## src/rtl/ppu_readback_if.sv

```systemverilog
// CPU slave bus between the host processor and the PPU readback block.
interface ppu_readback_if;
  logic        chipselect;
  logic        read;
  logic        write;
  logic [11:0] address;
  logic [31:0] write_data;
  logic [31:0] read_data;
  logic        readdatavalid;

  modport master (
    output chipselect, read, write, address, write_data,
    input  read_data, readdatavalid
  );

  modport slave (
    input  chipselect, read, write, address, write_data,
    output read_data, readdatavalid
  );
endinterface

```

## src/rtl/ppu_readback.sv

```systemverilog
// PPU readback slave: fixed-latency (3 cycle) read pipeline serving either
// local status/control registers (0xFFC-0xFFF) or forwarded memory reads,
// plus vblank edge detection, frame counter and a level interrupt.
module ppu_readback (
  input  logic          clk,
  input  logic          reset,
  ppu_readback_if.slave bus,
  input  logic          vblank,
  input  logic [9:0]    vcount,
  output logic          irq,
  output logic          mem_rd_en,
  output logic [11:0]   mem_rd_addr,
  input  logic [31:0]   mem_rd_data
);

  // Control / status state
  logic        vblank_q;
  logic        armed_q;      // low for the first cycle after reset release
  logic        pending_q, pending_d;
  logic        irq_en_q, irq_en_d;
  logic [31:0] frame_cnt_q, frame_cnt_d;
  logic        irq_q;

  // Read pipeline: stage 1 (N+1), stage 2 (N+2), output (N+3)
  logic        s1_vld_q, s1_isreg_q;
  logic [31:0] s1_val_q;
  logic        s2_vld_q, s2_isreg_q;
  logic [31:0] s2_val_q;
  logic        rdv_q;
  logic [31:0] rdata_q;
  logic        mem_en_q;
  logic [11:0] mem_addr_q;

  logic        rd_acc, wr_acc, is_reg, vb_rise;
  logic [31:0] reg_val;
  logic        unused_wd;

  // Only bit 0 of write data has meaning in this block.
  assign unused_wd = ^bus.write_data[31:1];

  // Bus decode, register read mux and next-state for the control registers.
  always_comb begin
    rd_acc      = bus.chipselect && bus.read && !bus.write;
    wr_acc      = bus.chipselect && bus.write;
    is_reg      = &bus.address[11:2];
    vb_rise     = vblank && !vblank_q && armed_q;
    reg_val     = '0;
    pending_d   = pending_q;
    irq_en_d    = irq_en_q;
    frame_cnt_d = frame_cnt_q;

    case (bus.address[1:0])
      2'd0:    reg_val = {6'b0, vcount, 14'b0, pending_q, vblank};
      2'd1:    reg_val = {31'b0, irq_en_q};
      2'd2:    reg_val = '0;
      default: reg_val = frame_cnt_q;
    endcase

    if (wr_acc && (bus.address == 12'hFFD))
      irq_en_d = bus.write_data[0];

    // A new vblank edge beats a same-cycle acknowledge.
    if (vb_rise)
      pending_d = 1'b1;
    else if (wr_acc && (bus.address == 12'hFFE) && bus.write_data[0])
      pending_d = 1'b0;

    if (vb_rise)
      frame_cnt_d = frame_cnt_q + 32'd1;
  end

  // Control registers, vblank history and registered interrupt.
  always_ff @(posedge clk or negedge reset) begin
    if (!reset) begin
      vblank_q    <= 1'b0;
      armed_q     <= 1'b0;
      pending_q   <= 1'b0;
      irq_en_q    <= 1'b0;
      frame_cnt_q <= '0;
      irq_q       <= 1'b0;
    end else begin
      vblank_q    <= vblank;
      armed_q     <= 1'b1;
      pending_q   <= pending_d;
      irq_en_q    <= irq_en_d;
      frame_cnt_q <= frame_cnt_d;
      irq_q       <= pending_q && irq_en_q;
    end
  end

  // Three-stage read pipeline; register values are snapshotted at accept.
  always_ff @(posedge clk or negedge reset) begin
    if (!reset) begin
      s1_vld_q   <= 1'b0;
      s1_isreg_q <= 1'b0;
      s1_val_q   <= '0;
      s2_vld_q   <= 1'b0;
      s2_isreg_q <= 1'b0;
      s2_val_q   <= '0;
      rdv_q      <= 1'b0;
      rdata_q    <= '0;
      mem_en_q   <= 1'b0;
      mem_addr_q <= '0;
    end else begin
      s1_vld_q   <= rd_acc;
      s1_isreg_q <= is_reg;
      s1_val_q   <= (rd_acc && is_reg) ? reg_val : '0;
      mem_en_q   <= rd_acc && !is_reg;
      if (rd_acc && !is_reg)
        mem_addr_q <= bus.address;
      s2_vld_q   <= s1_vld_q;
      s2_isreg_q <= s1_isreg_q;
      s2_val_q   <= s1_val_q;
      rdv_q      <= s2_vld_q;
      rdata_q    <= s2_vld_q ? (s2_isreg_q ? s2_val_q : mem_rd_data) : '0;
    end
  end

  assign bus.readdatavalid = rdv_q;
  assign bus.read_data     = rdata_q;
  assign mem_rd_en         = mem_en_q;
  assign mem_rd_addr       = mem_addr_q;
  assign irq               = irq_q;

endmodule
```

## src/flat_wrapper.sv

```systemverilog
// flat-port wrapper written by rule: the top's interface ports become plain ports
module ppu_readback_flat 
  (clk, reset, vblank, vcount, irq, mem_rd_en, mem_rd_addr, mem_rd_data, bus_chipselect, bus_read, bus_write, bus_address, bus_write_data, bus_read_data, bus_readdatavalid);
  ppu_readback_if bus_i ();
  input  logic clk;
  input  logic reset;
  input  logic vblank;
  input  logic [9:0] vcount;
  output logic irq;
  output logic mem_rd_en;
  output logic [11:0] mem_rd_addr;
  input  logic [31:0] mem_rd_data;
  input wire logic [$bits(bus_i.chipselect)-1:0] bus_chipselect;
  input wire logic [$bits(bus_i.read)-1:0] bus_read;
  input wire logic [$bits(bus_i.write)-1:0] bus_write;
  input wire logic [$bits(bus_i.address)-1:0] bus_address;
  input wire logic [$bits(bus_i.write_data)-1:0] bus_write_data;
  output wire logic [$bits(bus_i.read_data)-1:0] bus_read_data;
  output wire logic [$bits(bus_i.readdatavalid)-1:0] bus_readdatavalid;
  assign bus_i.chipselect = bus_chipselect;
  assign bus_i.read = bus_read;
  assign bus_i.write = bus_write;
  assign bus_i.address = bus_address;
  assign bus_i.write_data = bus_write_data;
  assign bus_read_data = bus_i.read_data;
  assign bus_readdatavalid = bus_i.readdatavalid;
  ppu_readback u_core (.clk(clk), .reset(reset), .bus(bus_i), .vblank(vblank), .vcount(vcount), .irq(irq), .mem_rd_en(mem_rd_en), .mem_rd_addr(mem_rd_addr), .mem_rd_data(mem_rd_data));
endmodule
```

## config.mk

```make
export PLATFORM = sky130hd
export DESIGN_NAME = ppu_readback_flat
export DESIGN_NICKNAME = d
export VERILOG_FILES = /design/src/rtl/ppu_readback_if.sv /design/src/rtl/ppu_readback.sv /design/src/flat_wrapper.sv
export SDC_FILE = /design/constraint.sdc
export NUM_CORES = 1
export LEC_CHECK = 0
export CAP_MARGIN = 20
export CORE_MARGIN = 1
export CORE_UTILIZATION = 56
export DETAILED_ROUTE_END_ITERATION = 12
export DONT_BUFFER_PORTS = 1
export PLACE_DENSITY = 0.79
export SLEW_MARGIN = 5
export SYNTH_ARGS = -nofsm -noshare
export SYNTH_HDL_FRONTEND = slang
export SYNTH_SLANG_ARGS = --single-unit
```

## constraint.sdc

```tcl
create_clock -name clk -period 1.7 [get_ports clk]
set_clock_uncertainty 0.1 [all_clocks]
set_input_delay 0.17 -clock clk [delete_from_list [all_inputs] [get_ports clk]]
set_output_delay 0.17 -clock clk [all_outputs]
set_load 0.03 [all_outputs]
```

==> After elaboration in Yosys (flattened, before gate mapping) <==
Cells that the tools add are included.
{ "totals": {"reg_bits": 151, "out_inout_bits": 47} }
{ "classes": {"add_sub_neg": 1, "eq_ne": 4, "n_mux": 6, "reduce_logical": 17} }
{ "op_table": {"columns": ["cell", "count"], "rows": [
  ["$mux 32", 3],
  ["$pmux 32 s3", 1],
  ["$add 32x1->32 const B", 1],
  ["$eq 12x12->1 const B", 2],
  ["$logic_and 1x1->1", 11],
  ["$reduce_and 10->1", 1],
  ["$logic_not 1->1", 3],
  ["$eq 2x1->1 const B", 1],
  ["$eq 2x2->1 const B", 1],
  ["$logic_not 2->1", 1],
  ["$mux 1", 2],
  ["$reduce_bool 2->1", 1]
]} }

==> Longest topological paths before layout <==
Gate-level depths: netlist (run 1).
{ "logic_depth": {"depth_word": 5, "ltp_mapped": 7, "depth_no_buf": 6} }

==> Least setup slack after synthesis (run 1) <==
No wires, ideal clock.
{ "synth_path": {"path_type": "register to register", "startpoint": "register u_core.vblank_q", "endpoint": "register u_core.frame_cnt_q[31]", "setup_ps": 123, "t_arrival_ps": 1382, "slack_ps": 95, "path_stages_with_launch": 5, "synth_period_minus_slack_ps": 1605, "cell_sequence": "dfrtp_1 nand3b_2 nor3_1 nand4_1 xnor2_1"} }
{ "synth_via": {"elab_chain_cells": 3} }
{ "synth_rtl": {"columns": ["item", "line", "source"], "rows": [
  ["from (decl)", "ppu_readback.sv:17", "logic vblank_q;"],
  ["from (signal assigned)", "ppu_readback.sv:82", "vblank_q <= vblank;"],
  ["$logic_not 1->1", "ppu_readback.sv:46", "vb_rise = vblank && !vblank_q && armed_q;"],
  ["$logic_and 1x1->1 (2 in a row)", "ppu_readback.sv:46", null],
  ["to (signal assigned)", "ppu_readback.sv:86", "frame_cnt_q <= frame_cnt_d;"],
  ["to (decl)", "ppu_readback.sv:21", "logic [31:0] frame_cnt_q, frame_cnt_d;"]
]} }
No other way between the ends.
A chain may end at the register's enable or synchronous reset.

==> Worst setup path after layout (run 1) <==
{ "layout_path": {"startpoint": "register u_core.frame_cnt_q[20]", "endpoint": "register u_core.frame_cnt_q[29]"} }
{ "layout_via": {"elab_chain_cells": 1} }
{ "layout_rtl": {"columns": ["item", "line", "source"], "rows": [
  ["$add 32x1->32", "ppu_readback.sv:69", "frame_cnt_d = frame_cnt_q + 32'd1;"]
]} }
No other way between the ends.

==> flow_summary_export.csv, run 1 <==
group,metric,value,unit
outcome,outcome,"complete, but fails checks",
outcome,violations,"hold timing",
logic_synthesis,netlist_instances,401,
routing,ant_nets,0,
routing,detailed_route_via_count,3430,
clocking,cts_hold_buffers,61,
power_and_ir_drop,share_seq_of_total_power,50.4,%
global_route,number_of_antenna_violations_at_the_first_check_in_global_routing,0,
sta,postLayoutSetupSlackWorst,69.30,ps
power_and_ir_drop,p_switching,1837,µW
cells_and_area,ant_cells,0,
place,minimum_setup_slack_after_placement,67.19,ps
global_route,first_pass_grt_wire_length,18310,µm
sta,finalWorstPathRequiredPeriod,1631,ps
power_and_ir_drop,switching_share,23.23,%
flow_run,max_cap_violations,0,
floorplan,core_region,9729,µm²
cells_and_area,area_overhead_vs_synth,27.02,%
clocking,clock_tree.buffer_depth,2,
power_and_ir_drop,leak,0.003265,µW
global_route,largest_net_degree_at_the_start_of_global_routing,152,
setup_path,r2r-start,"u_core.frame_cnt_q[20]",
clocking,cts_max_level,4,
logic_synthesis,synth-seq-cells,151,
setup_path,cp_endpoint_kind,"flop",
place,port-buffer-count,0,
clocking,clock_latency_late_sink,520,ps
routing,wl_per_cell,18.04,µm
setup_path,cp-start-kind,"flop",
cells_and_area,layout.cells.most_common,"sky130_fd_sc_hd__dfrtp_1",
setup_path,worstPathRequired,2020,ps
worst_hold_path,holdCritPathClass,"in -> async",
clocking,cts-buffers-inserted,17,
cells_and_area,fin_util,72.74,%
logic_synthesis,postSynth.topFlopCell,"sky130_fd_sc_hd__dfrtp_1",
logic_synthesis,seq_area_frac_synth,67.82,%
sta,post-route-period-util,95.92,%
clocking,cts_root_buffer,"sky130_fd_sc_hd__clkbuf_8",
cells_and_area,multi_input_area,1747,µm²
sta,setup_violations,0,
routing,totalWireLength,11510,µm
power_and_ir_drop,share_clk_of_total_power,44.5,%
logic_synthesis,synth_net_count,494,
floorplan,initial_utilization,57.27,%
cells_and_area,layout-drive-gt1-share,16.24,%
logic_synthesis,synth_top_area_cell,"sky130_fd_sc_hd__dfrtp_1",
floorplan,floorplan.io_pins,139,
floorplan,die_h,101.7,µm
sta,max_frequency,613.2,MHz
setup_path,crit_arrival,1950,ps
power_and_ir_drop,vdd_ir_drop_max,0.0005873,V
global_route,grt.total_usage,24.48,%
sta,timing_hold_violations_final,151,
place,final_replace_weighted_congestion,0.7942,
place,hpwl,6309,µm
routing,initialDrtViolationCount,173,
sta,slew_viol_final,0,
place,cell_area_after_placement,5842,µm²
clocking,tritoncts,"built",
clocking,clock_pin_slew_worst_setup_and_hold_paths,60,ps
cells_and_area,n_fill_cell,606,
logic_synthesis,yosysWarningCount,0,
setup_path,critical_path.max_fanout,8,
cells_and_area,final_net_count,585,
floorplan,std_cell_rows,36,
logic_synthesis,synth_enable_flop_cells,0,
floorplan,dieArea,10350,µm²
cells_and_area,most-common-layout-cells,"sky130_fd_sc_hd__dfrtp_1, sky130_fd_sc_hd__dlygate4sd3_1, sky130_fd_sc_hd__nor2b_1, sky130_fd_sc_hd__mux2i_1, sky130_fd_sc_hd__xnor2_1",
sta,hold-worst-slack,-750.9,ps
routing,via_per_inst,5.376,
setup_path,worst_setup_path_startpoint,"u_core.frame_cnt_q[20]",
routing,drt_first_pass_iters,4,
clocking,cts_num_sinks,151,
logic_synthesis,ys_types,33,
logic_synthesis,syn-cell-area,5572,µm²
logic_synthesis,yosys.area.top_type_share,67.82,%
cells_and_area,ff_latch_area,3781,µm²
logic_synthesis,synthArstFlopShare,100.0,%
global_route,first_global_vias,3644,
setup_path,worst-setup-path-type,"reg -> reg",
power_and_ir_drop,power-per-cell-area,1117,nW/µm²
power_and_ir_drop,combPwrFrac,5.0,%
power_and_ir_drop,cell_internal_pwr,6069,µW
power_and_ir_drop,total_power,7906,µW
global_route,globalRoute.totalOverflow,0,
logic_synthesis,postSynthAreaPerCell,13.89,µm²
cells_and_area,final_cell_area,7077,µm²
routing,drcViolationCount,0,
floorplan,die_width,101.7,µm
logic_synthesis,synth_area_leaders,"sky130_fd_sc_hd__dfrtp_1, sky130_fd_sc_hd__mux2i_1, sky130_fd_sc_hd__xnor2_1, sky130_fd_sc_hd__nor2b_1, sky130_fd_sc_hd__mux2_2",
cells by family (layout without fill, tap and decap cells):
| kind of cell | Yosys count | count (layout) | synth area share, % |
|---|---|---|---|
| adders and majority gates | 1 | 1 | 0.2245 |
| muxes | 45 | 45 | 8.376 |
| and+or+nand+nor | 142 | 142 | 15.38 |
| DFF | 151 | 151 | 67.82 |
| AOI/OAI and AO/OA | 14 | 14 | 1.909 |
| xor gates and xnor gates | 31 | 31 | 4.873 |
| buffers and inverters | 16 | 120 | 1.347 |
| other | 1 | 1 | 0.06731 |
worst max-delay path, cell delays in order, from the launching register on:
cell                       delay, ps
sky130_fd_sc_hd__dfrtp_1         430
sky130_fd_sc_hd__nand3_1         170
sky130_fd_sc_hd__nor4_4          280
sky130_fd_sc_hd__buf_4           200
sky130_fd_sc_hd__nand4b_1        110
sky130_fd_sc_hd__xnor2_1         240
registers in the layout, indices dropped and copies added, names as in the netlist:
signal / cells
u_core.bus.read_data: 32
u_core.frame_cnt_q: 32
u_core.s1_val_q: 32
u_core.s2_val_q: 32
u_core.mem_rd_addr: 12
u_core.armed_q: 1
u_core.bus.readdatavalid: 1
u_core.irq: 1
u_core.irq_en_q: 1
u_core.mem_rd_en: 1
u_core.pending_q: 1
u_core.s1_isreg_q: 1
u_core.s1_vld_q: 1
u_core.s2_isreg_q: 1
u_core.s2_vld_q: 1
u_core.vblank_q: 1
worst paths after layout:
path / endpoint / slack (ps) / cells after the start
min in group clk: u_core.s1_val_q[22] / 100 / 4
setup / recovery: u_core.frame_cnt_q[29] / 70 / 5
max in group asynchronous: u_core.bus.read_data[25] / 2080 / 0
setup reg to reg: u_core.frame_cnt_q[29] / 70 / 5
hold reg to reg: u_core.s2_val_q[7] / 240 / 0
hold / removal: u_core.frame_cnt_q[4] / -750 / 0
layout make-up:
cell class | count | share of cell area (%)
clock inverters | 12 | 1.821
repair buffers | 86 | 11.46
well taps | 133 | 2.351
clock buffers | 20 | 6.153
multi-input cells | 234 | 24.68
flip-flops and latches | 151 | 53.43
inverters | 2 | 0.1061
cells in the mapped netlist, types with 2 or more instances:
master and number:
sky130_fd_sc_hd__nor2_1 17, sky130_fd_sc_hd__and2_1 22, sky130_fd_sc_hd__and3_1 5, sky130_fd_sc_hd__nor2b_1 33, sky130_fd_sc_hd__nor3_2 3, sky130_fd_sc_hd__nand4_1 16
sky130_fd_sc_hd__nor4_4 2, sky130_fd_sc_hd__buf_2 3, sky130_fd_sc_hd__dfrtp_1 151, sky130_fd_sc_hd__xnor2_1 29, sky130_fd_sc_hd__a22oi_1 12, sky130_fd_sc_hd__xor2_1 2
sky130_fd_sc_hd__mux2i_1 32, sky130_fd_sc_hd__nand3_1 12, sky130_fd_sc_hd__nand2_1 20, sky130_fd_sc_hd__mux2_2 13, sky130_fd_sc_hd__inv_1 2, sky130_fd_sc_hd__and4_1 3
sky130_fd_sc_hd__nand4b_1 2, sky130_fd_sc_hd__clkbuf_1 9
power by group through the flow:
| stage | Combinational (µW) | Clock [µW] | Sequential, µW |
|---|---|---|---|
| finish | 397 | 3520 | 3990 |
| global route | 438 | 3740 | 4010 |
| CTS | 375 | 3570 | 3990 |
| detailed placement | 253 | 0 | 4050 |
| global placement | 239 | 0 | 4040 |
| floorplan | 204 | 0 | 4020 |
layer usage:
metal  up-vias  wire, µm  part of all wire [%]  GRT usage [%]
met5         -         0                     0              0
met4         0       313                   2.7          11.71
met3        30       622                   5.4          7.246
met2       124      6134                    53          41.94
met1      1740      4437                    39          28.20
li1       1536         -                     -              -
repair_timing:
item,in CTS,in global routing
endpoints found under the hold margin,215,151
gates resized for setup,0,6
setup buffers,1,3
pin swaps,1,2
setup endpoints to repair,1,34
per-stage QoR:
stage	hold WS [ps]	TNS, ps	std cells
floorplan	-225.6	0	401
finish	-750.9	0	638
global placement	-223.1	0	541
detailed placement	-223.5	0	541
global route	-783.7	-5.066	638
CTS	-786.7	0	635
No activity file was read; power rests on OpenSTA's default activity.
==> run 2: changes to the inputs <==
--- a/config.mk
+++ b/config.mk
@@ -6,10 +6,12 @@
 export NUM_CORES = 1
 export LEC_CHECK = 0
 export CAP_MARGIN = 20
+export CORE_ASPECT_RATIO = 0.7
 export CORE_MARGIN = 1
 export CORE_UTILIZATION = 56
 export DETAILED_ROUTE_END_ITERATION = 12
 export DONT_BUFFER_PORTS = 1
+export GPL_TIMING_DRIVEN = 0
 export PLACE_DENSITY = 0.79
 export SLEW_MARGIN = 5
 export SYNTH_ARGS = -nofsm -noshare
==> run 2 against run 1 <==
Net effect:
- the run still ends with hold timing left
- routed wire length shrank 8.1%
- flip-flop and latch count is the same
- clock power fell by 1%
- non-clock buffer count decreased by 3
- cell count is 1.3% lower
- power fell by 0.69%
- core utilization down 0.22 points
- first-iteration DRC count grew 8.1%
- hold slack better by 97 ps
- maximum frequency is 1.3% lower
- critical path depth is 1 higher
- critical endpoint is now u_core.frame_cnt_q[20]
- largest power group unchanged
- highest routed layer unchanged
==> flow_summary_export.csv, run 2 (synthesis gave the netlist of run 1 again) <==
group,metric,value,unit
routing,totalWireLength,10580,µm
cells_and_area,ant_cells,0,
sta,postLayoutSetupSlackWorst,47.76,ps
global_route,number_of_antenna_violations_at_the_first_check_in_global_routing,0,
sta,max_frequency,605.2,MHz
sta,finalWorstPathRequiredPeriod,1652,ps
cells_and_area,final_net_count,582,
flow_run,max_cap_violations,0,
power_and_ir_drop,vdd_ir_drop_max,0.0007844,V
sta,hold-worst-slack,-654.0,ps
global_route,first_global_vias,3497,
cells_and_area,most-common-layout-cells,"sky130_fd_sc_hd__dfrtp_1, sky130_fd_sc_hd__dlygate4sd3_1, sky130_fd_sc_hd__nor2b_1, sky130_fd_sc_hd__mux2i_1, sky130_fd_sc_hd__xnor2_1",
global_route,first_pass_grt_wire_length,17470,µm
routing,detailed_route_via_count,3329,
global_route,grt.total_usage,22.92,%
setup_path,critical_path.max_fanout,8,
place,hpwl,6239,µm
clocking,cts_num_sinks,151,
clocking,clock_latency_late_sink,420,ps
routing,initialDrtViolationCount,187,
cells_and_area,stdcell_count,630,
clocking,clock_pin_slew_worst_setup_and_hold_paths,60,ps
place,numPlacedInstances,529,
floorplan,floorplan.io_pins,139,
routing,drcViolationCount,0,
routing,ant_nets,0,
cells_and_area,layout-drive-gt1-share,14.94,%
cells_and_area,final_cell_area,7023,µm²
power_and_ir_drop,leak,0.003248,µW
sta,timing_hold_violations_final,151,
cells_and_area,area_overhead_vs_synth,26.05,%
routing,via_per_inst,5.284,
clocking,clock_tree.buffer_depth,2,
setup_path,crit_arrival,1850,ps
sta,setup_violations,0,
power_and_ir_drop,power-per-cell-area,1118,nW/µm²
setup_path,r2r-start,"u_core.frame_cnt_q[0]",
cells_and_area,fin_util,72.52,%
place,cell_area_after_placement,5732,µm²
floorplan,core_region,9684,µm²
place,minimum_setup_slack_after_placement,-272.0,ps
clocking,tritoncts,"built",
setup_path,worst-setup-path-type,"reg -> reg",
worst_hold_path,holdCritPathClass,"in -> async",
clocking,cts_max_level,4,
global_route,largest_net_degree_at_the_start_of_global_routing,152,
floorplan,std_cell_rows,30,
setup_path,reg2regPathDepth,6,
sta,fin_tns_setup,0,ps
floorplan,dieArea,10360,µm²
sta,post-route-period-util,97.19,%
setup_path,worstPathRequired,1900,ps
sta,slew_viol_final,0,
outcome,violations,"hold timing",
routing,drt_first_pass_iters,4,
global_route,globalRoute.totalOverflow,0,
clocking,cts-buffers-inserted,17,
setup_path,cp_endpoint_kind,"flop",
setup_path,rrSetupSlack,50,ps
routing,wl_per_cell,16.79,µm
setup_path,cp-start-kind,"flop",
place,final_replace_weighted_congestion,0.7523,
clocking,cts_hold_buffers,61,
floorplan,initial_utilization,57.53,%
place,port-buffer-count,0,
clocking,cts_root_buffer,"sky130_fd_sc_hd__clkbuf_16",
outcome,outcome,"complete, but fails checks",
setup_path,r2r_end,"u_core.frame_cnt_q[20]",
cells_and_area,layout.cells.most_common,"sky130_fd_sc_hd__dfrtp_1",
floorplan,die_h,85.46,µm
floorplan,die_width,121.2,µm
run 2: changes by cell type in the layout (fill, tap and decap cells not counted), sizes merged:
cell      change
inv           +8
clkinv        -3
clkinvlp      -1
buf          -14
bufinv        -2
clkbuf        +9
run 2: report_power, final:
part | internal [µW] | switching [µW] | leakage [µW] | total (µW)
clock | 1940 | 1520 | 0.000259 | 3470
combinational | 239 | 161 | 0.000941 | 400
sequential | 3720 | 264 | 0.00205 | 3990
total | 5900 | 1950 | 0.00325 | 7850
run 2: what timing repair did:
| item | 4_1_cts | 5_1_grt |
|---|---|---|
| pin swaps | 2 | 2 |
| gates resized for setup | 5 | 10 |
| endpoints found under the setup margin | 25 | 29 |
| setup buffers | 4 | 4 |
| hold endpoints to repair | 213 | 151 |
run 2: critical path, stage by stage, from the launching register on:
cell and delay [ps]:
sky130_fd_sc_hd__dfrtp_2 410, sky130_fd_sc_hd__ha_1 180, sky130_fd_sc_hd__nand3_1 150, sky130_fd_sc_hd__nor3_4 260, sky130_fd_sc_hd__buf_12 150, sky130_fd_sc_hd__nand4_1 130, sky130_fd_sc_hd__xnor2_1 150
run 2: per-stage QoR:
stage          hold WS, ps  total power (µW)
2_1_floorplan       -225.6              4228
3_3_place_gp        -221.7              4273
3_5_place_dp        -222.5              4291
4_1_cts             -669.9              7890
5_1_grt             -681.5              8159
6_report            -654.0              7852
run 2: how the worst max path moves through the flow:
stage / from / endpoint / slack (ps)
after floorplan: u_core.vblank_q / u_core.frame_cnt_q[31] / 100
after global placement: u_core.vblank_q / u_core.frame_cnt_q[29] / -180
final: u_core.frame_cnt_q[0] / u_core.frame_cnt_q[20] / 50
after global routing: u_core.frame_cnt_q[0] / u_core.frame_cnt_q[20] / -8
after CTS: u_core.vblank_q / u_core.frame_cnt_q[17] / -20
after detailed placement: u_core.vblank_q / u_core.frame_cnt_q[7] / -270
run 2: cell type report:
type	instances	area (µm²)
clock buffer	18	439.2
clock inverter	14	115.1
inverter	2	7.507
timing repair buffer	69	683.2
buffer	14	72.57
sequential	151	3786
fill	655	2661
tap	128	160.2
multi-input combinational	234	1759
run 2: per-layer routing:
metal,GRT usage [%],wire length (µm),vias up
li1,-,-,1543
met5,0,0,-
met2,37.30,5310,99
met3,8.132,547,16
met1,28.74,4556,1671
met4,7.632,166,0
==> run 3: changes to the inputs <==
--- a/config.mk
+++ b/config.mk
@@ -6,13 +6,15 @@
 export NUM_CORES = 1
 export LEC_CHECK = 0
 export CAP_MARGIN = 20
+export CELL_PAD_IN_SITES_DETAIL_PLACEMENT = 1
+export CELL_PAD_IN_SITES_GLOBAL_PLACEMENT = 2
 export CORE_ASPECT_RATIO = 0.7
-export CORE_MARGIN = 1
-export CORE_UTILIZATION = 56
+export CORE_MARGIN = 2
+export CORE_UTILIZATION = 38
 export DETAILED_ROUTE_END_ITERATION = 12
 export DONT_BUFFER_PORTS = 1
 export GPL_TIMING_DRIVEN = 0
-export PLACE_DENSITY = 0.79
+export PLACE_DENSITY = 0.8
 export SLEW_MARGIN = 5
 export SYNTH_ARGS = -nofsm -noshare
 export SYNTH_HDL_FRONTEND = slang
==> run 3 against run 2 <==
Net effect:
- the run still ends with hold timing left
- flip-flop and latch count unchanged
- sequential share of layout area down 1.4 points
- setup slack better by 49 ps
- count of clock-buffer cells in the layout up 2
- sequential power about the same
- die area up 51%
- combinational power up 11%
- critical path type unchanged
- critical endpoint is now u_core.frame_cnt_q[22]
- largest cell class unchanged
- highest routed layer unchanged
==> flow_summary_export.csv, run 3 (synthesis gave the netlist of run 1 again) <==
group,metric,value,unit
clocking,cts-buffers-inserted,17,
routing,totalWireLength,12370,µm
routing,wl_per_cell,17.77,µm
clocking,cts_root_buffer,"sky130_fd_sc_hd__clkbuf_16",
cells_and_area,n_fill_cell,1394,
routing,drcViolationCount,0,
global_route,first_pass_grt_wire_length,20070,µm
setup_path,crit_buf_inv,1,
clocking,cts_num_sinks,151,
clocking,cts_hold_buffers,61,
global_route,grt.total_usage,16.96,%
clocking,tritoncts,"built",
sta,timing.slew.headroom,63.36,%
power_and_ir_drop,leak,0.003304,µW
clocking,cts_max_level,4,
setup_path,path_cells,"ha_1, nand3_2, nor3_4, buf_4, nand3_1, xnor2_1",
routing,initialDrtViolationCount,100,
power_and_ir_drop,share_clk_of_total_power,47.3,%
power_and_ir_drop,cell_internal_pwr,6481,µW
outcome,violations,"hold timing",
setup_path,critPathTopFamily,"simple AND/OR/NAND/NOR gates",
routing,via_per_inst,4.897,
setup_path,worst_path_largest_cell_delay,390,ps
power_and_ir_drop,power-per-cell-area,1167,nW/µm²
sta,fin_tns_setup,0,ps
floorplan,floorplan.io_pins,139,
routing,ant_nets,0,
clocking,clock_latency_late_sink,420,ps
cells_and_area,most-common-layout-cells,"sky130_fd_sc_hd__dfrtp_1, sky130_fd_sc_hd__dlygate4sd3_1, sky130_fd_sc_hd__nor2b_1, sky130_fd_sc_hd__mux2i_1, sky130_fd_sc_hd__xnor2_1",
setup_path,cp-start-kind,"flop",
cells_and_area,final_net_count,586,
setup_path,worst_setup_path_startpoint,"u_core.frame_cnt_q[1]",
setup_path,worst-setup-path-type,"reg -> reg",
power_and_ir_drop,switching_share,22.90,%
sta,timing_hold_violations_final,151,
place,hpwl,7707,µm
global_route,number_of_antenna_violations_at_the_first_check_in_global_routing,0,
power_and_ir_drop,p_switching,1925,µW
cells_and_area,layout-drive-gt1-share,15.81,%
sta,max_slew.worst_pin.slew,549.5,ps
power_and_ir_drop,share_seq_of_total_power,47.4,%
sta,finalWorstPathRequiredPeriod,1603,ps
setup_path,cp_endpoint_kind,"flop",
setup_path,worstPathRequired,1890,ps
sta,slew_viol_final,0,
floorplan,die_width,148.7,µm
global_route,globalRoute.totalOverflow,0,
setup_path,r2r-start,"u_core.frame_cnt_q[1]",
setup_path,crit_slowest_cell,"sky130_fd_sc_hd__dfrtp_1",
sta,setup_violations,0,
floorplan,std_cell_rows,36,
clocking,clock_tree.buffer_depth,2,
place,final_replace_weighted_congestion,0.7827,
power_and_ir_drop,vdd_ir_drop_max,0.0007270,V
flow_run,max_cap_violations,0,
routing,detailed_route_via_count,3408,
floorplan,dieArea,15660,µm²
floorplan,initial_utilization,39.52,%
floorplan,die_h,105.3,µm
setup_path,reg2regPathDepth,6,
cells_and_area,layout.cells.most_common,"sky130_fd_sc_hd__dfrtp_1",
cells_and_area,area_overhead_vs_synth,29.31,%
power_and_ir_drop,total_power,8406,µW
outcome,outcome,"complete, but fails checks",
cells_and_area,ant_cells,0,
worst_hold_path,holdCritPathClass,"in -> async",
global_route,largest_net_degree_at_the_start_of_global_routing,152,
clocking,clock_pin_slew_worst_setup_and_hold_paths,60,ps
power_and_ir_drop,combPwrFrac,5.3,%
place,port-buffer-count,0,
setup_path,critical_path.max_fanout,5,
sta,max_frequency,623.7,MHz
floorplan,core_region,14100,µm²
sta,post-route-period-util,94.31,%
routing,drt_first_pass_iters,4,
setup_path,r2r_end,"u_core.frame_cnt_q[22]",
global_route,first_global_vias,3850,
setup_path,crit_arrival,1800,ps
setup_path,rrSetupSlack,100,ps
sta,hold-worst-slack,-655.6,ps
==> run 3: cell type report <==
type | count | area, µm² | area share, %
sequential | 151 | 3786 | 52.55
multi-input combinational | 234 | 1779 | 24.70
timing repair buffer | 73 | 700.7 | 9.726
clock buffer | 20 | 446.7 | 6.200
tap | 190 | 237.7 | 3.300
clock inverter | 12 | 176.4 | 2.449
buffer | 14 | 70.07 | 0.9726
inverter | 2 | 7.507 | 0.1042
==> run 3: worst max-delay path by stage <==
stage / to / slack [ps] / cells past startpoint
after floorplan: u_core.frame_cnt_q[31] / 100 / 4
after global placement: u_core.frame_cnt_q[29] / -300 / 4
after detailed placement: u_core.frame_cnt_q[29] / -380 / 4
after CTS: u_core.frame_cnt_q[29] / -140 / 4
after global routing: u_core.frame_cnt_q[28] / -7 / 5
final: u_core.frame_cnt_q[22] / 100 / 6
==> run 3: power by group through the flow <==
stage	Combinational [µW]	Clock, µW	Sequential, µW
6_report	446	3970	3990
5_1_grt	496	4230	4000
4_1_cts	376	4050	4000
3_5_place_dp	243	0	4060
3_3_place_gp	228	0	4050
2_1_floorplan	204	0	4020
==> run 3: timing repair <==
item	in CTS	in global routing
buffers inserted	5	7
pin swaps	3	4
hold endpoints to repair	213	151
endpoints found under the setup margin	27	28
gates resized for setup	3	15
==> run 3: through the flow <==
stage	hold WS [ps]	area (µm²)	util, %	instances	worst slack, ps
detailed placement	-222.3	5809	41.21	591	-384.2
global route	-682.2	7204	51.10	696	-7.409
floorplan	-225.6	5572	-	401	95.46
finish	-655.6	7204	51.10	696	96.68
CTS	-673.3	7098	50.35	689	-142.6
global placement	-221.7	5809	41.21	591	-300.1
==> run 3: routing by layer <==
metal / routed length [µm] / share of wire, % / GRT usage (%)
met2: 6307 / 51 / 28.04
met3: 542 / 4.4 / 4.978
met1: 5379 / 44 / 21.27
met4: 135 / 1.1 / 6.122
met5: 0 / 0 / 0
